## src/rtl/cache_control_dm.sv

```systemverilog
// Controller FSM for the 8-set direct-mapped write-back/write-allocate L1.
// It decodes CPU requests, drives the tag/dirty/valid/data structure strobes,
// sequences line writebacks and fills over pmem, and counts hits, misses
// and writebacks with saturating counters.
module cache_control_dm #(
    parameter int CNT_WIDTH = 16
) (
    input  logic                 clk,
    input  logic                 rst,
    input  logic [31:0]          mem_address,
    input  logic                 mem_read,
    input  logic                 mem_write,
    input  logic [3:0]           mem_byte_enable,
    input  logic [31:0]          mem_wdata,
    output logic [31:0]          mem_rdata,
    output logic                 mem_resp,
    output logic [31:0]          pmem_address,
    output logic                 pmem_read,
    output logic                 pmem_write,
    output logic [255:0]         pmem_wdata,
    input  logic [255:0]         pmem_rdata,
    input  logic                 pmem_resp,
    output logic [2:0]           index,
    output logic [23:0]          tag_in,
    output logic                 dirty_in,
    output logic                 valid_in,
    output logic                 ld_dirty,
    output logic                 ld_valid,
    output logic                 ld_tag,
    output logic [31:0]          write_enable256,
    output logic [255:0]         data_in,
    input  logic                 dirty_out,
    input  logic                 valid_out,
    input  logic [23:0]          tag_out,
    input  logic [255:0]         data_out,
    output logic [CNT_WIDTH-1:0] hit_count,
    output logic [CNT_WIDTH-1:0] miss_count,
    output logic [CNT_WIDTH-1:0] wb_count
);

    typedef enum logic [2:0] {
        IDLE,
        CHECK,
        WRITEBACK,
        ALLOCATE,
        REFILL
    } state_e;

    state_e               state_q, state_d;
    logic [CNT_WIDTH-1:0] hit_q, hit_d, miss_q, miss_d, wb_q, wb_d;

    logic [23:0] tag;
    logic [2:0]  word;
    logic        hit;
    logic        unused_addr;

    assign tag         = mem_address[31:8];
    assign word        = mem_address[4:2];
    assign index       = mem_address[7:5];
    assign hit         = valid_out && (tag_out == tag);
    assign unused_addr = &{1'b0, mem_address[1:0]};

    assign hit_count  = hit_q;
    assign miss_count = miss_q;
    assign wb_count   = wb_q;

    function automatic logic [CNT_WIDTH-1:0] sat_inc(input logic [CNT_WIDTH-1:0] v);
        return (v == '1) ? v : v + CNT_WIDTH'(1);
    endfunction

    // Next-state, counter updates and per-state structure/pmem controls.
    // Outputs depend on the current state and the structure read data so a
    // hit completes in the CHECK cycle itself.
    always_comb begin
        state_d         = state_q;
        hit_d           = hit_q;
        miss_d          = miss_q;
        wb_d            = wb_q;
        mem_rdata       = '0;
        mem_resp        = 1'b0;
        pmem_address    = '0;
        pmem_read       = 1'b0;
        pmem_write      = 1'b0;
        pmem_wdata      = '0;
        tag_in          = '0;
        dirty_in        = 1'b0;
        valid_in        = 1'b0;
        ld_dirty        = 1'b0;
        ld_valid        = 1'b0;
        ld_tag          = 1'b0;
        write_enable256 = '0;
        data_in         = '0;
        case (state_q)
            IDLE: begin
                if (mem_read || mem_write) state_d = CHECK;
            end
            CHECK: begin
                if (hit) begin
                    // read+write together is handled as a write
                    if (mem_write) begin
                        write_enable256 = {28'b0, mem_byte_enable} << {word, 2'b00};
                        data_in         = {8{mem_wdata}};
                        ld_dirty        = 1'b1;
                        dirty_in        = 1'b1;
                    end else begin
                        mem_rdata = data_out[{word, 5'b0} +: 32];
                    end
                    mem_resp = 1'b1;
                    hit_d    = sat_inc(hit_q);
                    state_d  = IDLE;
                end else begin
                    miss_d  = sat_inc(miss_q);
                    state_d = (valid_out && dirty_out) ? WRITEBACK : ALLOCATE;
                end
            end
            WRITEBACK: begin
                pmem_write   = 1'b1;
                pmem_address = {tag_out, index, 5'b0};
                pmem_wdata   = data_out;
                if (pmem_resp) begin
                    wb_d    = sat_inc(wb_q);
                    state_d = ALLOCATE;
                end
            end
            ALLOCATE: begin
                pmem_read    = 1'b1;
                pmem_address = {tag, index, 5'b0};
                if (pmem_resp) begin
                    write_enable256 = '1;
                    data_in         = pmem_rdata;
                    ld_tag          = 1'b1;
                    tag_in          = tag;
                    ld_valid        = 1'b1;
                    valid_in        = 1'b1;
                    ld_dirty        = 1'b1;
                    dirty_in        = 1'b0;
                    state_d         = REFILL;
                end
            end
            REFILL: begin
                // structure reads are registered; wait one cycle for the new line
                state_d = CHECK;
            end
            default: state_d = IDLE;
        endcase
    end

    // State and counter registers with synchronous active-low reset.
    always_ff @(posedge clk) begin
        if (!rst) begin
            state_q <= IDLE;
            hit_q   <= '0;
            miss_q  <= '0;
            wb_q    <= '0;
        end else begin
            state_q <= state_d;
            hit_q   <= hit_d;
            miss_q  <= miss_d;
            wb_q    <= wb_d;
        end
    end

endmodule

```

## config.mk

```make
export PLATFORM = sky130hd
export DESIGN_NAME = cache_control_dm
export DESIGN_NICKNAME = d
export VERILOG_FILES = /design/src/rtl/cache_control_dm.sv
export SDC_FILE = /design/constraint.sdc
export NUM_CORES = 1
export LEC_CHECK = 0
export ABC_AREA = 1
export BUFFER_PORTS_ARGS = -buffer_cell sky130_fd_sc_hd__buf_2
export CORE_AREA = 3 3 513 515
export DETAILED_ROUTE_END_ITERATION = 8
export DIE_AREA = 0 0 516 518
export PLACE_DENSITY = 0.3
export REMOVE_ABC_BUFFERS = 1
export SETUP_SLACK_MARGIN = 0.5
export SYNTH_ARGS = -nofsm -noshare
export SYNTH_HDL_FRONTEND = slang
export SYNTH_SLANG_ARGS = --single-unit
```

## constraint.sdc

```tcl
create_clock -name clk -period 3.8 [get_ports clk]
set_input_delay 0.19 -clock clk [delete_from_list [all_inputs] [get_ports clk]]
set_output_delay 0.19 -clock clk [all_outputs]
set_load 0.1 [all_outputs]
```

==> impl_results.md <==
- Clk pin slew, worst setup/hold paths: 70 ps
- Clock tree sinks: 51
- Final setup TNS: 0 ps
- Slew margin rel.: 0.298
- Area of the multi-input gates: 0.00779 mm2
- TritonCTS Buffers: 5
- EDFF count, synth: 0
- Synth unique cells: 32
- Non-Filler Instances: 6,999
- Placed cell areas: 0.0252 mm2
- Buffers added on ports: 1,294
- Placed insts: 6,920
- Max_cap viols: 0
- Starting density of the core: 0.0416
- Outcome: finished, final reports clean
- Routed wire length: 234,000 um
- Commonest non-fill, non-tap cell in the layout: buf_2
- Htree depth: 2
- First-pass GRT wire length: 281,000 um
- Vias per inst: 3.07
- CTS tree: built
- Power per cell area: 286 mW/mm2
- CP Max Fanout: 41
- Slowest stage delay, CP: 540 ps
- Post-DR wirelength/cell: 33.5 um
- Placement row count: 187
- FF/Latch Area: 0.00102 mm2
- Vias in the first global route: 21,500
- Placer Congestion: 0.933
- Worst-Margin Slew: 1050 ps
- Crit path kind: flop to primary output
- Most used flip-flop cell after synthesis: dfxtp_1
- Most frequent cells in the layout: buf_2 (1,023), nand2_1 (670), nor2_1 (397), inv_1 (367), buf_12 (264)
- Worst min path class: input pin to flop
- Req. time, crit path: 3610 ps
- Final Hold Fails: 0
- Via count: 21,500
- Critical path capture point type: primary output
- DRC: 0
- Cell area after synthesis: 0.0108 mm2
- Worst vdd ir: 227 uV
- Final Cycle Share: 0.848
- Setup Viol. Count Final: 0
- FFs w/ async S/R, synth: 0
- Share of cells above drive strength 1: 0.410
- Clock Tree Buf Depth: 2
- Core area: 0.259 mm2
- Power consumption: 7.37 mW
- Initial antenna violation count: 188
- Post-route cell area: 0.0258 mm2
- Fin Clk Skew: 6.15 ps
- IO Count: 1,302
- Die area: 0.267 mm2
- Largest net degree at the start of global routing: 95
- Drt first-iter violations: 1,322
- CP max-delay cell: nor2_1
- Pre-antenna DRT Iters: 5
- WP data arrival: 3030 ps
- Mapped Cells: 2,337
- Die span in y: 518 um
- DRT antenna net count: 0
- Die width: 516 um
- Final max-slew violation count: 0
- Gr usage total: 0.166
- Worst skew pair latency: 300 ps
- Seq/Total Area, Yosys: 0.0946
- Pre-CTS WS: 437 ps
- Worst path cell trace: inv_1 > nor2_2 > inv_2 > nor2_2 > inv_4 > nor2_4 > inv_4 > nor2_1 > buf_2
- Synthesis Warnings: 0
- Fillers: 30,900
- CTS root buf: clkbuf_16
- Mapped Avg Cell Area: 4.62 um2
- Overflow left after global routing: 0
- Fin worst setup slack: 576 ps
- Synth Register Bits: 51
- Area Overhead vs Synth: 139%
- Fin crit period: 3220 ps
- Fin nets: 4,143
- FMAX: 310 MHz
- Static Leak: 13.7 nW
- RSZ-0062 raised after global routing: true
- Dpl hpwl: 214,000 um
- Startpoint Class: flop
sequential cells by signal, summed over array words and instances (netlist names):
register,count
hit_count,16
miss_count,16
state_q,3
wb_count,16
kinds of logic (layout without fill, tap and decap cells):
family	after synthesis	in the layout	synth area share
buf+inv	543	1732	0.198
compound gates	360	360	0.171
other cells	1	72	0.000347
xor+xnor	21	21	0.0170
flops	51	51	0.0946
simple gates	1358	1358	0.516
fa+ha+maj	3	3	0.00348
cell usage after synthesis, types with 2 or more instances:
library cell,number,area [um2]
nand3b_1,2,15.0
xor2_1,10,87.6
nand4_1,65,407
nor3_1,10,50.1
inv_1,371,1390
buf_4,13,97.6
nor2_2,3,18.8
nor4_1,3,18.8
dfxtp_1,51,1020
nand3_2,3,30.0
buf_1,10,37.5
nand2_1,714,2680
nand3_1,124,621
o22ai_1,23,144
o21ai_0,178,891
xnor2_1,11,96.3
and3_1,3,18.8
buf_2,31,155
nor2_1,398,1490
clkbuf_1,108,405
a21oi_1,156,781
inv_2,9,33.8
nand2_2,30,188
ha_1,3,37.5
cell type report:
cell class              count  area share
clock inverters             1    0.000194
diodes                     67     0.00651
well taps                3402       0.165
repair buffers           1344       0.425
multi-input cells        1747       0.302
flip-flops and latches     51      0.0396
clock buffers               7     0.00515
inverters                 380      0.0559
worst paths after layout:
| path | startpoint | end | slack [ps] | cells past startpoint |
|---|---|---|---|---|
| hold reg to reg | wb_count[8]$_SDFFE_PN0P_ | wb_count[8]$_SDFFE_PN0P_ | 470 | 2 |
| hold / removal | pmem_resp | state_q[0]$_SDFFE_PN0P_ | 280 | 4 |
| setup / recovery | state_q[1]$_SDFFE_PN0P_ | tag_in[4] | 580 | 9 |
| setup reg to reg | hit_count[0]$_SDFFE_PN0P_ | hit_count[0]$_SDFFE_PN0P_ | 1290 | 9 |
layer usage:
layer,part of all wire,up-vias,track usage
met4,0.019,152,0.0228
met2,0.42,1259,0.255
met3,0.14,307,0.0973
met5,0.0043,-,0
li1,-,9641,-
met1,0.42,10100,0.204
through the flow:
step | util | hold slack [ps]
final | 0.0994 | 276
after global routing | 0.0988 | 276
after CTS | 0.0984 | 249
after detailed placement | 0.0973 | 458
after global placement | 0.0973 | 456
after floorplan | - | 311
critical path: cells and delay by family, from the launching register on:
kind                   cells  cell delay, ps
buffers and inverters      5            1100
DFF                        1             400
and+or+nand+nor            4            1180
what timing repair did:
| item | 4_1_cts | 5_1_grt |
|---|---|---|
| hold buffers | 0 | 0 |
| buffers inserted | 0 | 1 |
| endpoints found under the setup margin | 180 | 170 |
| pin swaps | 0 | 1 |
| cloned | 1 | 2 |
| gates resized for setup | 40 | 14 |
| endpoints found under the hold margin | 0 | 0 |
power by group:
part	total, mW	internal, mW	switching [mW]
Sequential	0.560	0.545	0.0145
Clock	0.477	0.245	0.232
Combinational	6.33	1.08	5.25
Total	7.37	1.87	5.50
Power figures use the tool's default switching activity.
